[config.mk]
export PLATFORM = sky130hd
export DESIGN_NAME = boot_loader_flat
export DESIGN_NICKNAME = d
export VERILOG_FILES = /design/src/rtl/boot_loader_if.sv /design/src/rtl/boot_loader.sv /design/src/flat_wrapper.sv
export SDC_FILE = /design/constraint.sdc
export NUM_CORES = 1
export LEC_CHECK = 0
export ABC_CLOCK_PERIOD_IN_PS = 2600
export BUFFER_PORTS_ARGS = -buffer_cell sky130_fd_sc_hd__buf_2
export CELL_PAD_IN_SITES_DETAIL_PLACEMENT = 1
export CELL_PAD_IN_SITES_GLOBAL_PLACEMENT = 2
export CORE_ASPECT_RATIO = 1.5
export CORE_MARGIN = 2
export CORE_UTILIZATION = 41
export CTS_CLUSTER_DIAMETER = 30
export DETAILED_ROUTE_END_ITERATION = 6
export HOLD_SLACK_MARGIN = 0.1
export PLACE_DENSITY_LB_ADDON = 0.3
export SKIP_LAST_GASP = 1
export SLEW_MARGIN = 20
export SYNTH_ARGS = -nofsm -noshare
export SYNTH_HDL_FRONTEND = slang
export SYNTH_SLANG_ARGS = --single-unit
[constraint.sdc]
create_clock -name clk -period 2.6 [get_ports clk]
set_clock_uncertainty 0.05 [all_clocks]
set_input_delay 0.39 -clock clk [delete_from_list [all_inputs] [get_ports clk]]
set_output_delay 0.39 -clock clk [all_outputs]
set_load 0.01 [all_outputs]
[src/rtl/boot_loader_if.sv]
// Byte-stream input and memory write port of the boot loader.
// The master side is the loader; the slave side is the stream source plus Memory.
interface boot_loader_if;
    logic        in_valid;
    logic [7:0]  in_data;
    logic        in_ready;
    logic        mem_we;
    logic [15:0] mem_addr;
    logic [15:0] mem_in;

    modport master (
        input  in_valid,
        input  in_data,
        output in_ready,
        output mem_we,
        output mem_addr,
        output mem_in
    );

    modport slave (
        output in_valid,
        output in_data,
        input  in_ready,
        input  mem_we,
        input  mem_addr,
        input  mem_in
    );
endinterface

[src/rtl/boot_loader.sv]
// Loads a length-prefixed, XOR-checksummed program into Memory, then releases the CPU.
// Writes land one cycle after each DATA_LO byte; in_ready drops for good once RUN or ERROR is reached.
module boot_loader #(
    parameter int WORDS = 128,
    parameter int IDX_W = 7
) (
    input  logic          clk,
    input  logic          rst_n,
    boot_loader_if.master bus,
    output logic          cpu_run,
    output logic          done,
    output logic          error
);

    typedef enum logic [2:0] {
        CNT_HI, CNT_LO, DATA_HI, DATA_LO, CHECK, RUN, ERROR
    } state_t;

    localparam logic [15:0] L_WORDS = 16'(WORDS);

    state_t           r_state, w_state_nxt;
    logic [7:0]       r_cnt_hi, w_cnt_hi_nxt;
    logic [IDX_W:0]   r_n, w_n_nxt;
    logic [7:0]       r_hi, w_hi_nxt;
    logic [IDX_W:0]   r_idx, w_idx_nxt;
    logic [7:0]       r_xor, w_xor_nxt;
    logic             r_we, w_we_nxt;
    logic [15:0]      r_addr, w_addr_nxt;
    logic [15:0]      r_dat, w_dat_nxt;
    logic             r_run, w_run_nxt;
    logic             r_done, w_done_nxt;
    logic             r_err, w_err_nxt;

    logic             w_ready;
    logic             w_xfer;
    logic [15:0]      w_n_full;
    logic [IDX_W:0]   w_idx_inc;

    assign w_ready   = (r_state == CNT_HI) || (r_state == CNT_LO) || (r_state == DATA_HI) ||
                       (r_state == DATA_LO) || (r_state == CHECK);
    assign w_xfer    = bus.in_valid && w_ready;
    assign w_n_full  = {r_cnt_hi, bus.in_data};
    assign w_idx_inc = r_idx + {{IDX_W{1'b0}}, 1'b1};

    always_comb begin
        w_state_nxt  = r_state;
        w_cnt_hi_nxt = r_cnt_hi;
        w_n_nxt      = r_n;
        w_hi_nxt     = r_hi;
        w_idx_nxt    = r_idx;
        w_xor_nxt    = r_xor;
        w_we_nxt     = 1'b0;
        w_addr_nxt   = r_addr;
        w_dat_nxt    = r_dat;
        w_run_nxt    = r_run;
        w_done_nxt   = r_done;
        w_err_nxt    = r_err;

        // The checksum byte itself is excluded from the running XOR.
        if (w_xfer && (r_state != CHECK)) begin
            w_xor_nxt = r_xor ^ bus.in_data;
        end

        case (r_state)
            CNT_HI: begin
                if (w_xfer) begin
                    w_cnt_hi_nxt = bus.in_data;
                    w_state_nxt  = CNT_LO;
                end
            end
            CNT_LO: begin
                if (w_xfer) begin
                    w_n_nxt   = w_n_full[IDX_W:0];
                    w_idx_nxt = '0;
                    if (w_n_full > L_WORDS) begin
                        w_err_nxt   = 1'b1;
                        w_state_nxt = ERROR;
                    end else if (w_n_full == 16'd0) begin
                        w_state_nxt = CHECK;
                    end else begin
                        w_state_nxt = DATA_HI;
                    end
                end
            end
            DATA_HI: begin
                if (w_xfer) begin
                    w_hi_nxt    = bus.in_data;
                    w_state_nxt = DATA_LO;
                end
            end
            DATA_LO: begin
                if (w_xfer) begin
                    w_dat_nxt   = {r_hi, bus.in_data};
                    w_addr_nxt  = {{(15 - IDX_W){1'b0}}, r_idx[IDX_W-1:0], 1'b0};
                    w_we_nxt    = 1'b1;
                    w_idx_nxt   = w_idx_inc;
                    w_state_nxt = (w_idx_inc == r_n) ? CHECK : DATA_HI;
                end
            end
            CHECK: begin
                if (w_xfer) begin
                    if (bus.in_data == r_xor) begin
                        w_run_nxt   = 1'b1;
                        w_done_nxt  = 1'b1;
                        w_state_nxt = RUN;
                    end else begin
                        w_err_nxt   = 1'b1;
                        w_state_nxt = ERROR;
                    end
                end
            end
            default: w_state_nxt = r_state;
        endcase
    end

    always_ff @(posedge clk or negedge rst_n) begin
        if (!rst_n) begin
            r_state  <= CNT_HI;
            r_cnt_hi <= '0;
            r_n      <= '0;
            r_hi     <= '0;
            r_idx    <= '0;
            r_xor    <= '0;
            r_we     <= 1'b0;
            r_addr   <= '0;
            r_dat    <= '0;
            r_run    <= 1'b0;
            r_done   <= 1'b0;
            r_err    <= 1'b0;
        end else begin
            r_state  <= w_state_nxt;
            r_cnt_hi <= w_cnt_hi_nxt;
            r_n      <= w_n_nxt;
            r_hi     <= w_hi_nxt;
            r_idx    <= w_idx_nxt;
            r_xor    <= w_xor_nxt;
            r_we     <= w_we_nxt;
            r_addr   <= w_addr_nxt;
            r_dat    <= w_dat_nxt;
            r_run    <= w_run_nxt;
            r_done   <= w_done_nxt;
            r_err    <= w_err_nxt;
        end
    end

    assign bus.in_ready = w_ready;
    assign bus.mem_we   = r_we;
    assign bus.mem_addr = r_addr;
    assign bus.mem_in   = r_dat;
    assign cpu_run      = r_run;
    assign done         = r_done;
    assign error        = r_err;

endmodule

[src/flat_wrapper.sv]
// flat-port wrapper written by rule: the top's interface ports become plain ports
module boot_loader_flat 
#(
    parameter int WORDS = 128,
    parameter int IDX_W = 7
)
  (clk, rst_n, cpu_run, done, error, bus_in_valid, bus_in_data, bus_in_ready, bus_mem_we, bus_mem_addr, bus_mem_in);
  boot_loader_if bus_i ();
  input  logic clk;
  input  logic rst_n;
  output logic cpu_run;
  output logic done;
  output logic error;
  input wire logic [$bits(bus_i.in_valid)-1:0] bus_in_valid;
  input wire logic [$bits(bus_i.in_data)-1:0] bus_in_data;
  output wire logic [$bits(bus_i.in_ready)-1:0] bus_in_ready;
  output wire logic [$bits(bus_i.mem_we)-1:0] bus_mem_we;
  output wire logic [$bits(bus_i.mem_addr)-1:0] bus_mem_addr;
  output wire logic [$bits(bus_i.mem_in)-1:0] bus_mem_in;
  assign bus_i.in_valid = bus_in_valid;
  assign bus_i.in_data = bus_in_data;
  assign bus_in_ready = bus_i.in_ready;
  assign bus_mem_we = bus_i.mem_we;
  assign bus_mem_addr = bus_i.mem_addr;
  assign bus_mem_in = bus_i.mem_in;
  boot_loader #(.WORDS(WORDS), .IDX_W(IDX_W)) u_core (.clk(clk), .rst_n(rst_n), .bus(bus_i), .cpu_run(cpu_run), .done(done), .error(error));
endmodule
==> impl_metrics.env <==
export IMPL_slew_headroom=0.570
export IMPL_port_buffers=38
export IMPL_worst_r2r_startpoint="u_core.r_state[2]$_DFFE_PN0P_"
export IMPL_finalHoldViolCount=0
export IMPL_setup_viol=0
export IMPL_swShare=0.199
export IMPL_cts_tree="yes"
export IMPL_numClockSinks=69
export IMPL_nets=318
export IMPL_maxCapViolations=0
export IMPL_synth_edff_count=0
export IMPL_avgViaCountPerCell=5.02
export IMPL_finish_utilization=0.497
export IMPL_switching_power_uw=501
export IMPL_hold_ws_ns=0.369
export IMPL_yosysWarnings=0
export IMPL_die_w_um=76.5
export IMPL_wl_mm=6.96
export IMPL_drt_iter0_markers=54
export IMPL_multi_input_comb_area_um2=1360
export IMPL_antenna_found_initial=0
export IMPL_start_kind="register"
export IMPL_final_seq_area_um2=1730
export IMPL_num_rows=39
export IMPL_overflow=0
export IMPL_period_share=0.784
export IMPL_worst_pin_slew_ns=0.642
export IMPL_die_y_um=113
export IMPL_h_tree_depth=3
export IMPL_finalSetupTns_ns=0
export IMPL_path_class="reg2reg"
export IMPL_p_int_mw=2.01
export IMPL_netlist_instances=264
export IMPL_fillers=832
export IMPL_path_clk_slew_ns=0.05
export IMPL_synth_seq_area_share=0.534
export IMPL_grt_first_pass_wirelength_mm=11.6
export IMPL_cellLeakagePower_nw=1.88
export IMPL_layout_common_cells="dfrtp_1 (69), mux2_2 (46), buf_2 (38), xnor2_1 (23), nand2_1 (23)"
export IMPL_path_max_fanout=26
export IMPL_ir_drop_mv=0.440
export IMPL_num_antenna_cells=0
export IMPL_rsz0062_at_grt="no"
export IMPL_clockBufferDepth=2
export IMPL_power_density_nw_per_um2=660
export IMPL_cts_resized=0
export IMPL_via_count=2075
export IMPL_status="finished, final reports clean"
export IMPL_r2r_cells=5
export IMPL_critPathCaptureType="register"
export IMPL_hp_class="in2reg"
export IMPL_r2r_setup_slack_ns=0.56
export IMPL_clock_latency_ns=0.32
export IMPL_ys_ff_latch=69
export IMPL_grt_max_degree=28
export IMPL_dp_slack_ns=0.515
export IMPL_r2r_end="u_core.bus.mem_in[14]$_DFFE_PN0P_"
export IMPL_min_to="u_core.r_xor[3]$_DFFE_PN0P_"
export IMPL_pwr_share_clk=0.523
export IMPL_antenna_left=0
export IMPL_drive_gt1_frac=0.363
export IMPL_grt_usage=0.175
export IMPL_clockRootBuffer="clkbuf_16"
export IMPL_drc=0
export IMPL_synth_distinct_cells=46
export IMPL_area_growth_pct=17.7
export IMPL_max_freq_mhz=491
export IMPL_timing_final_ws_setup_ns=0.561
export IMPL_numCtsBuffers=9
export IMPL_syn_area_um2=3230
export IMPL_die_area_um2=8630
export IMPL_ys_async_sr_fraction=1.00
export IMPL_routedWlPerCell_um=16.8
export IMPL_design_area_um2=3810
export IMPL_period_minus_slack_ns=2.04
export IMPL_ios=48
export IMPL_syn_area_per_cell_um2=12.3
export IMPL_cp_arrival_ns=2.20
export IMPL_coreArea_um2=7660
export IMPL_worstPathRequired_ns=2.76
export IMPL_slew_violations=0
export IMPL_min_path_cells=3
export IMPL_start_util=0.422
export IMPL_min_delay_start="bus_in_data[3]"
export IMPL_place_area_um2=3470
export IMPL_gp_congestion=0.836
export IMPL_layout_commonest_cell="dfrtp_1"
export IMPL_hpwl_mm=4.86
export IMPL_combPwrFrac=0.038
export IMPL_dr_pass1_iters=4
export IMPL_grt_pass1_vias=2177
export IMPL_synthFlopType="dfrtp_1"
export IMPL_seq_power_share=0.438
[synth_stat cells, types with 2 or more instances]
| cell type | instances | share of area |
|---|---|---|
| buf_4 | 12 | 0.028 |
| buf_2 | 5 | 0.0077 |
| clkbuf_1 | 2 | 0.0023 |
| nor4_1 | 3 | 0.0058 |
| a21oi_1 | 4 | 0.0062 |
| a31o_1 | 2 | 0.0054 |
| nand4_1 | 3 | 0.0058 |
| inv_1 | 5 | 0.0058 |
| mux2_2 | 46 | 0.16 |
| nor2_1 | 8 | 0.0093 |
| xnor2_1 | 23 | 0.062 |
| o31ai_1 | 4 | 0.0093 |
| buf_6 | 3 | 0.010 |
| o21ai_0 | 10 | 0.015 |
| a22o_1 | 2 | 0.0054 |
| xor2_1 | 4 | 0.011 |
| dfrtp_1 | 69 | 0.53 |
| o311ai_0 | 3 | 0.0081 |
| nand2_1 | 23 | 0.027 |
| nor3_1 | 7 | 0.011 |
[worst max-delay path by stage]
stage	cells after the start	end	from	slack, ns
global route	5	u_core.bus.mem_addr[4]$_DFFE_PN0P_	u_core.r_state[2]$_DFFE_PN0P_	0.40
finish	5	u_core.bus.mem_in[14]$_DFFE_PN0P_	u_core.r_state[2]$_DFFE_PN0P_	0.56
floorplan	5	u_core.r_state[1]$_DFFE_PN0P_	u_core.r_idx[0]$_DFFE_PN0P_	0.97
detailed placement	5	u_core.bus.mem_in[14]$_DFFE_PN0P_	bus_in_valid	0.51
CTS	5	u_core.bus.mem_in[14]$_DFFE_PN0P_	u_core.r_state[2]$_DFFE_PN0P_	0.55
global placement	5	u_core.bus.mem_addr[4]$_DFFE_PN0P_	bus_in_valid	0.57
[layer usage]
metal / track usage / routed length [um]
met4: 0.0691 / 123
met5: 0 / 0
met3: 0.0359 / 182
met1: 0.209 / 2970
met2: 0.311 / 3680
[critical path: stages (launching register included)]
cell and delay [ns]:
dfrtp_1 0.42, buf_4 0.18, nor2b_4 0.24, and2_2 0.22, nand2_2 0.37, mux2_2 0.43
[final cells by class]
type,count,share of cell area
Clock buffer,12,0.0674
Clock inverter,4,0.0184
Inverter,5,0.00493
Multi-Input combinational cell,176,0.358
Sequential cell,69,0.454
Tap cell,102,0.0335
Timing Repair Buffer,45,0.0644
[repair_timing]
| item | CTS | global route |
|---|---|---|
| setup buffers | 0 | 0 |
| hold endpoints to repair | 21 | 0 |
| hold buffers | 1 | 0 |
[stage by stage]
step	power (mW)	instances
CTS	2.55	413
global route	2.60	413
finish	2.51	413
detailed placement	1.22	396
global placement	1.22	396
floorplan	1.17	272
[flip-flops by register name, summed over array words and instances, names as in the netlist]
| signal | flops |
|---|---|
| u_core.r_cnt_hi | 8 |
| u_core.error | 1 |
| u_core.bus.mem_in | 16 |
| u_core.r_idx | 8 |
| u_core.r_xor | 8 |
| u_core.bus.mem_we | 1 |
| u_core.r_n | 8 |
| u_core.cpu_run | 1 |
| u_core.bus.mem_addr | 7 |
| u_core.r_hi | 8 |
| u_core.r_state | 3 |
[power groups by stage]
| stage | Clock [mW] | Combinational, mW | Sequential (mW) |
|---|---|---|---|
| floorplan | 0 | 0.0507 | 1.12 |
| global placement | 0 | 0.0965 | 1.12 |
| detailed placement | 0 | 0.0976 | 1.12 |
| CTS | 1.35 | 0.0995 | 1.10 |
| global route | 1.39 | 0.109 | 1.10 |
| finish | 1.32 | 0.0967 | 1.10 |
[cells by family after synthesis]
family	synth area share
AO/OA/AOI/OAI	0.0758
XOR/XNOR	0.0731
adder cells (fa/ha/maj)	0.00387
buffers and inverters	0.0542
flip-flops	0.534
multiplexers	0.160
other	0.00116
AND/OR/NAND/NOR	0.0979
Power figures use the tool's default switching activity.
